[src/rtl/fifo_rd_ptr_ctrl.sv]
// Read-side pointer controller for an asynchronous-style FIFO.
// Ports: clk_i/rst_i (sync active-high), rd_en_i, wr_gray_i/wr_msb_i in;
//        rd_addr_o, rd_gray_o/rd_msb_o, empty_o, count_o, underflow_o out.
module fifo_rd_ptr_ctrl #(
    parameter int Width = 3
) (
    input  logic             clk_i,
    input  logic             rst_i,
    input  logic             rd_en_i,
    input  logic [Width-1:0] wr_gray_i,
    input  logic             wr_msb_i,
    output logic [Width-1:0] rd_addr_o,
    output logic [Width-1:0] rd_gray_o,
    output logic             rd_msb_o,
    output logic             empty_o,
    output logic [Width:0]   count_o,
    output logic             underflow_o
);

    localparam logic [Width:0] PTR_ONE = {{Width{1'b0}}, 1'b1};

    // {msb, gray} forms one reflected Gray code word of Width+1 bits.
    function automatic logic [Width:0] gray2bin(input logic [Width:0] g);
        logic [Width:0] b;
        b[Width] = g[Width];
        for (int i = Width - 1; i >= 0; i--) begin
            b[i] = b[i+1] ^ g[i];
        end
        return b;
    endfunction

    function automatic logic [Width:0] bin2gray(input logic [Width:0] b);
        return b ^ (b >> 1);
    endfunction

    logic [Width:0] sync1;
    logic [Width:0] sync2;
    logic [Width:0] wr_bin;
    logic [Width:0] rd_ptr_bin;
    logic [Width:0] rd_next;
    logic [Width:0] rd_gray_q;
    logic           accepted;

    assign wr_bin   = gray2bin(sync2);
    assign accepted = rd_en_i && !empty_o;
    assign rd_next  = accepted ? rd_ptr_bin + PTR_ONE : rd_ptr_bin;

    assign rd_addr_o = rd_ptr_bin[Width-1:0];
    assign rd_gray_o = rd_gray_q[Width-1:0];
    assign rd_msb_o  = rd_gray_q[Width];

    // Two-flop synchronizer; only the second stage is ever decoded.
    always_ff @(posedge clk_i) begin
        if (rst_i) begin
            sync1 <= '0;
            sync2 <= '0;
        end else begin
            sync1 <= {wr_msb_i, wr_gray_i};
            sync2 <= sync1;
        end
    end

    // Flags are computed from the next pointer so they line up with
    // rd_addr_o on the same edge. A stale wr_bin can only make the
    // FIFO look emptier than it is, never falsely non-empty.
    always_ff @(posedge clk_i) begin
        if (rst_i) begin
            rd_ptr_bin  <= '0;
            rd_gray_q   <= '0;
            empty_o     <= 1'b1;
            count_o     <= '0;
            underflow_o <= 1'b0;
        end else begin
            rd_ptr_bin  <= rd_next;
            rd_gray_q   <= bin2gray(rd_next);
            empty_o     <= (rd_next == wr_bin);
            count_o     <= wr_bin - rd_next;
            underflow_o <= rd_en_i && empty_o;
        end
    end

endmodule

[config.mk]
export PLATFORM = sky130hd
export DESIGN_NAME = fifo_rd_ptr_ctrl
export DESIGN_NICKNAME = d
export VERILOG_FILES = /design/src/rtl/fifo_rd_ptr_ctrl.sv
export SDC_FILE = /design/constraint.sdc
export NUM_CORES = 1
export LEC_CHECK = 0
export ABC_AREA = 1
export CORE_MARGIN = 5
export CORE_UTILIZATION = 52
export DETAILED_ROUTE_END_ITERATION = 10
export PLACE_DENSITY = 0.82
export SLEW_MARGIN = 20
export SYNTH_ARGS = -nofsm -noshare
export SYNTH_HDL_FRONTEND = slang
export SYNTH_SLANG_ARGS = --single-unit
export TNS_END_PERCENT = 5
[constraint.sdc]
create_clock -name clk_i -period 3.5 [get_ports clk_i]
set_input_delay 0.7 -clock clk_i [delete_from_list [all_inputs] [get_ports clk_i]]
set_output_delay 0.7 -clock clk_i [all_outputs]
set_load 0.1 [all_outputs]
After elaboration in Yosys (flattened, before gate mapping)
Index checks and enable logic that the tools add are counted.

operators by class
  bitwise logic cells = 4
  equality and inequality tests = 1
  reduce and logical (&&, ||, !) cells = 3
  mux-type cells = 1
  add/subtract/negate cells = 2

operator list
  cell                                          count
  adder 4 x 1 -> 4 bit (second input constant)  1
  == test 4 bit                                 1
  2-to-1 mux 4 bit                              1
  subtractor 4 bit                              1
  XOR 4 x 3 -> 4 bit                            1
  XOR 1 bit                                     3
  logical AND 1 bit                             2
  logical NOT 1 bit                             1

storage, ports and cells
  output and inout bits = 13
  flip-flop bits (word level) = 22
  input bits = 7
  word-level logic and storage cells = 18

Longest topological paths before layout
  depth in word-level cells = 4
  mapped depth = 12
  gate-level depth less buffers = 12

Worst setup path before layout
OpenSTA, ideal clock, no wires.

  path kind = register to register
  start = register empty_o
  end = register count_o[2]
  setup slack = 1,185 ps
  arrival time = 2,196 ps
  cell stages (with the launch flop) = 9
  library setup time = 119 ps
  clock period less this slack = 2,315 ps
  data required time = 3,381 ps
  buffers on the path = 0
  path through = dfxtp_1 inv_2 nand2_4 xor2_1 ha_1 inv_1 fa_1 o21ai_0 a21oi_1

between the ends
  longest elaborated chain between the ends = 4

RTL lines
  element                   line  text
  start: declaration        15    output logic empty_o,
  start signal: assignment  76    empty_o <= (rd_next == wr_bin);
  logical NOT 1 bit         45    assign accepted = rd_en_i && !empty_o;
  logical AND 1 bit         45
  2-to-1 mux 4 bit          46    assign rd_next = accepted ? rd_ptr_bin + PTR_ONE : rd_ptr_bin;
  net rd_next[0]            40    logic [Width:0] rd_next;
  subtractor 4 bit          77    count_o <= wr_bin - rd_next;
  end signal: assignment    77
  end: declaration          16    output logic [Width:0] count_o,

The timed path passes the listed nets, and every way through them passes these cells.
A chain may end at the register's enable or synchronous reset.

Final worst setup path
  start = register rd_ptr_bin[0]
  end = output port rd_addr_o[0]

RTL lines
  element                   line  text
  start: declaration        39    logic [Width:0] rd_ptr_bin;
  start signal: assignment  74    rd_ptr_bin <= rd_next;
  end: declaration          12    output logic [Width-1:0] rd_addr_o,

No word-level cell between the ends.

==> flow_summary.toml <==
[routing]
wl_um = 1705
antenna_left = 0
drt-initial-drc-count = 4
routedWlPerCell_um = 10.59
firstDrtPassIters = 3
drc = 0
vias = 743
vias_per_cell = 4.615

[die]
die_area_um2 = 2698
rows = 15
die_w_um = 51.94
coreArea_um2 = 1708
ios = 20
initial_utilization = 0.5355
fp.dieH_um = 51.94

[critical_path]
worstSetupPathType = "reg -> out"
start_kind = "flop"
cp_cell_sequence = "clkdlybuf4s50_1"
crit_arrival_ps = 1890
critPathSlowestCell = "clkdlybuf4s50_1"
max_stage_delay_ps = 1160
cp-end-kind = "output pin"
cp_top_family = "buffers and inverters"
critPathMaxFanout = 4
path_buf_inv = 1
worst_ep_required_time_ps = 2800

[final_layout]
syn_to_final_growth_pct = 26.40
fin_util = 0.6769
drive_above_1_share = 0.1176
antenna_cells = 0
nets = 148

[power]
peakVddDrop_v = 0.0002448
p_int_w = 0.0003661
p_sw_frac = 0.4201
power_w = 0.0006313
netSwitchingPower_w = 0.0002652
leakagePower_nw = 0.5103
p_comb_frac = 0.391
power.share.clock = 0.182
power_frac_seq = 0.427
p_per_area_nw_per_um2 = 546.1

[sta]
hold_ws_ps = 409.6
finalHoldViolCount = 0
maxSlewHeadroom = 0.3360
fmax_ghz = 0.3865
min_period_ps = 2587
skew_ps = 3.733
worst_pin_slew_ps = 992.9
fin_ws_ps = 912.8
rsz0062_at_grt = "no"
slew_viol_final = 0
fin_tns_setup_ps = 0
post-route-period-util = 0.7392
finalSetupViolCount = 0

[synthesis]
netlist.area_leader.share = 0.4596
yosysWarnings = 0
syn_nets = 126
synthTopCellsByArea = "dfxtp_1, inv_1, nor2_1"
yosysSeqAreaShare = 0.4596
syn_avg_cell_area_um2 = 7.953
ys_types = 23
syn_area_um2 = 914.6
syn_inst = 115
yosysTopAreaCell = "dfxtp_1"
synth.ff_latch_count = 21

[clock_network]
clk_pin_slew_ps = 110
cts_htree_levels = 1
cts_tree = "built"
clockRootBuffer = "clkbuf_4"
cts_resized = 0
cts_setup_buffers = 0
clock_path_buffers = 2
clock_sinks = 21
clk_latency_ps = 300
hold_buffers = 0
numCtsBuffers = 3

[global_route]
grt-ovfl-total = 0
grt_use_total = 0.1459
grt_antenna_before_repair = 0
grt_max_degree = 17
grt_first_pass_wirelength_um = 2898
grt_pass1_vias = 738

[placed_design]
finalWeightedCongestion = 0.8151
post-place-ws_ps = 973.1
hpwl_um = 1331
port_buffers = 19

[status]
status = "complete, no violations"

[worst_hold_path]
hp-class = "reg -> reg"

[run]
maxCapViolations = 0
[cells by family after synthesis]
family	synth area share
compound gates	0.05882
flops	0.4596
simple gates	0.2640
mux	0.01094
fa+ha+maj	0.06293
buf+inv	0.1149
xor+xnor	0.02873
[placed cells by master (no fill, tap or decap), drive strengths merged]
cell type	count
xor2	1
nand2	19
nand3	9
nor3	1
a31oi	1
xnor2	2
nor2	18
inv	26
o21ai	4
clkinv	1
ha	3
clkdlybuf4s50	19
mux2i	1
a21oi	4
dfxtp	21
clkbuf	3
nand4	2
fa	1
[final timing paths]
kind | startpoint | cells after the start | to | slack [ps]
min | sync1[2] | 2 | sync2[2] | 410
min reg2reg | sync1[2] | 2 | sync2[2] | 410
max reg2reg | sync2[3] | 11 | count_o[1] | 1550
max | rd_ptr_bin[0] | 1 | rd_addr_o[0] | 910
[registers in the layout (all words and copies together), names as in the netlist]
signal,cells
count_o,4
empty_o,1
rd_gray_q,3
rd_ptr_bin,4
sync1,4
sync2,4
underflow_o,1
[stage by stage]
step	cell area [um2]	cells
after floorplan	914.6	115
after global placement	1129	157
after detailed placement	1129	157
after CTS	1156	161
after global routing	1156	161
final	1156	161
[Yosys cell counts]
master / number
o21ai_0: 3
o21ai_1: 1
a21oi_2: 2
nor3_1: 1
clkbuf_1: 2
nand4_1: 2
nand2_4: 1
inv_1: 25
xor2_1: 1
nor2_1: 17
nor2_4: 1
a21oi_1: 2
dfxtp_1: 21
mux2i_1: 1
xnor2_1: 2
nand2_1: 14
nand3_1: 6
inv_2: 1
fa_1: 1
ha_1: 3
a31oi_1: 1
nand3_2: 3
nand2_2: 4
[final cells by class]
class / instances / area (um2)
well taps: 25 / 31.28
flip-flops and latches: 21 / 420.4
fillers: 154 / 551.8
inverters: 26 / 97.59
multi-input cells: 66 / 389.1
clock buffers: 3 / 22.52
clock inverters: 1 / 5.005
repair buffers: 19 / 190.2
[power groups by stage]
stage | clock network (W) | registers (W) | logic [W]
global route | 0.000130 | 0.000272 | 0.000262
finish | 0.000115 | 0.000270 | 0.000247
CTS | 0.000120 | 0.000270 | 0.000248
global placement | 0 | 0.000274 | 0.000242
floorplan | 0 | 0.000400 | 0.0000651
detailed placement | 0 | 0.000275 | 0.000247
[metal layers]
layer / wire [um] / vias to the layer above / global-route usage
met3: 90 / 6 / 0.02865
met4: 50 / 0 / 0.1092
met2: 836 / 18 / 0.2490
li1: - / 387 / -
met5: 0 / - / 0
met1: 728 / 332 / 0.1570
(Power assumes the default switching activity.)
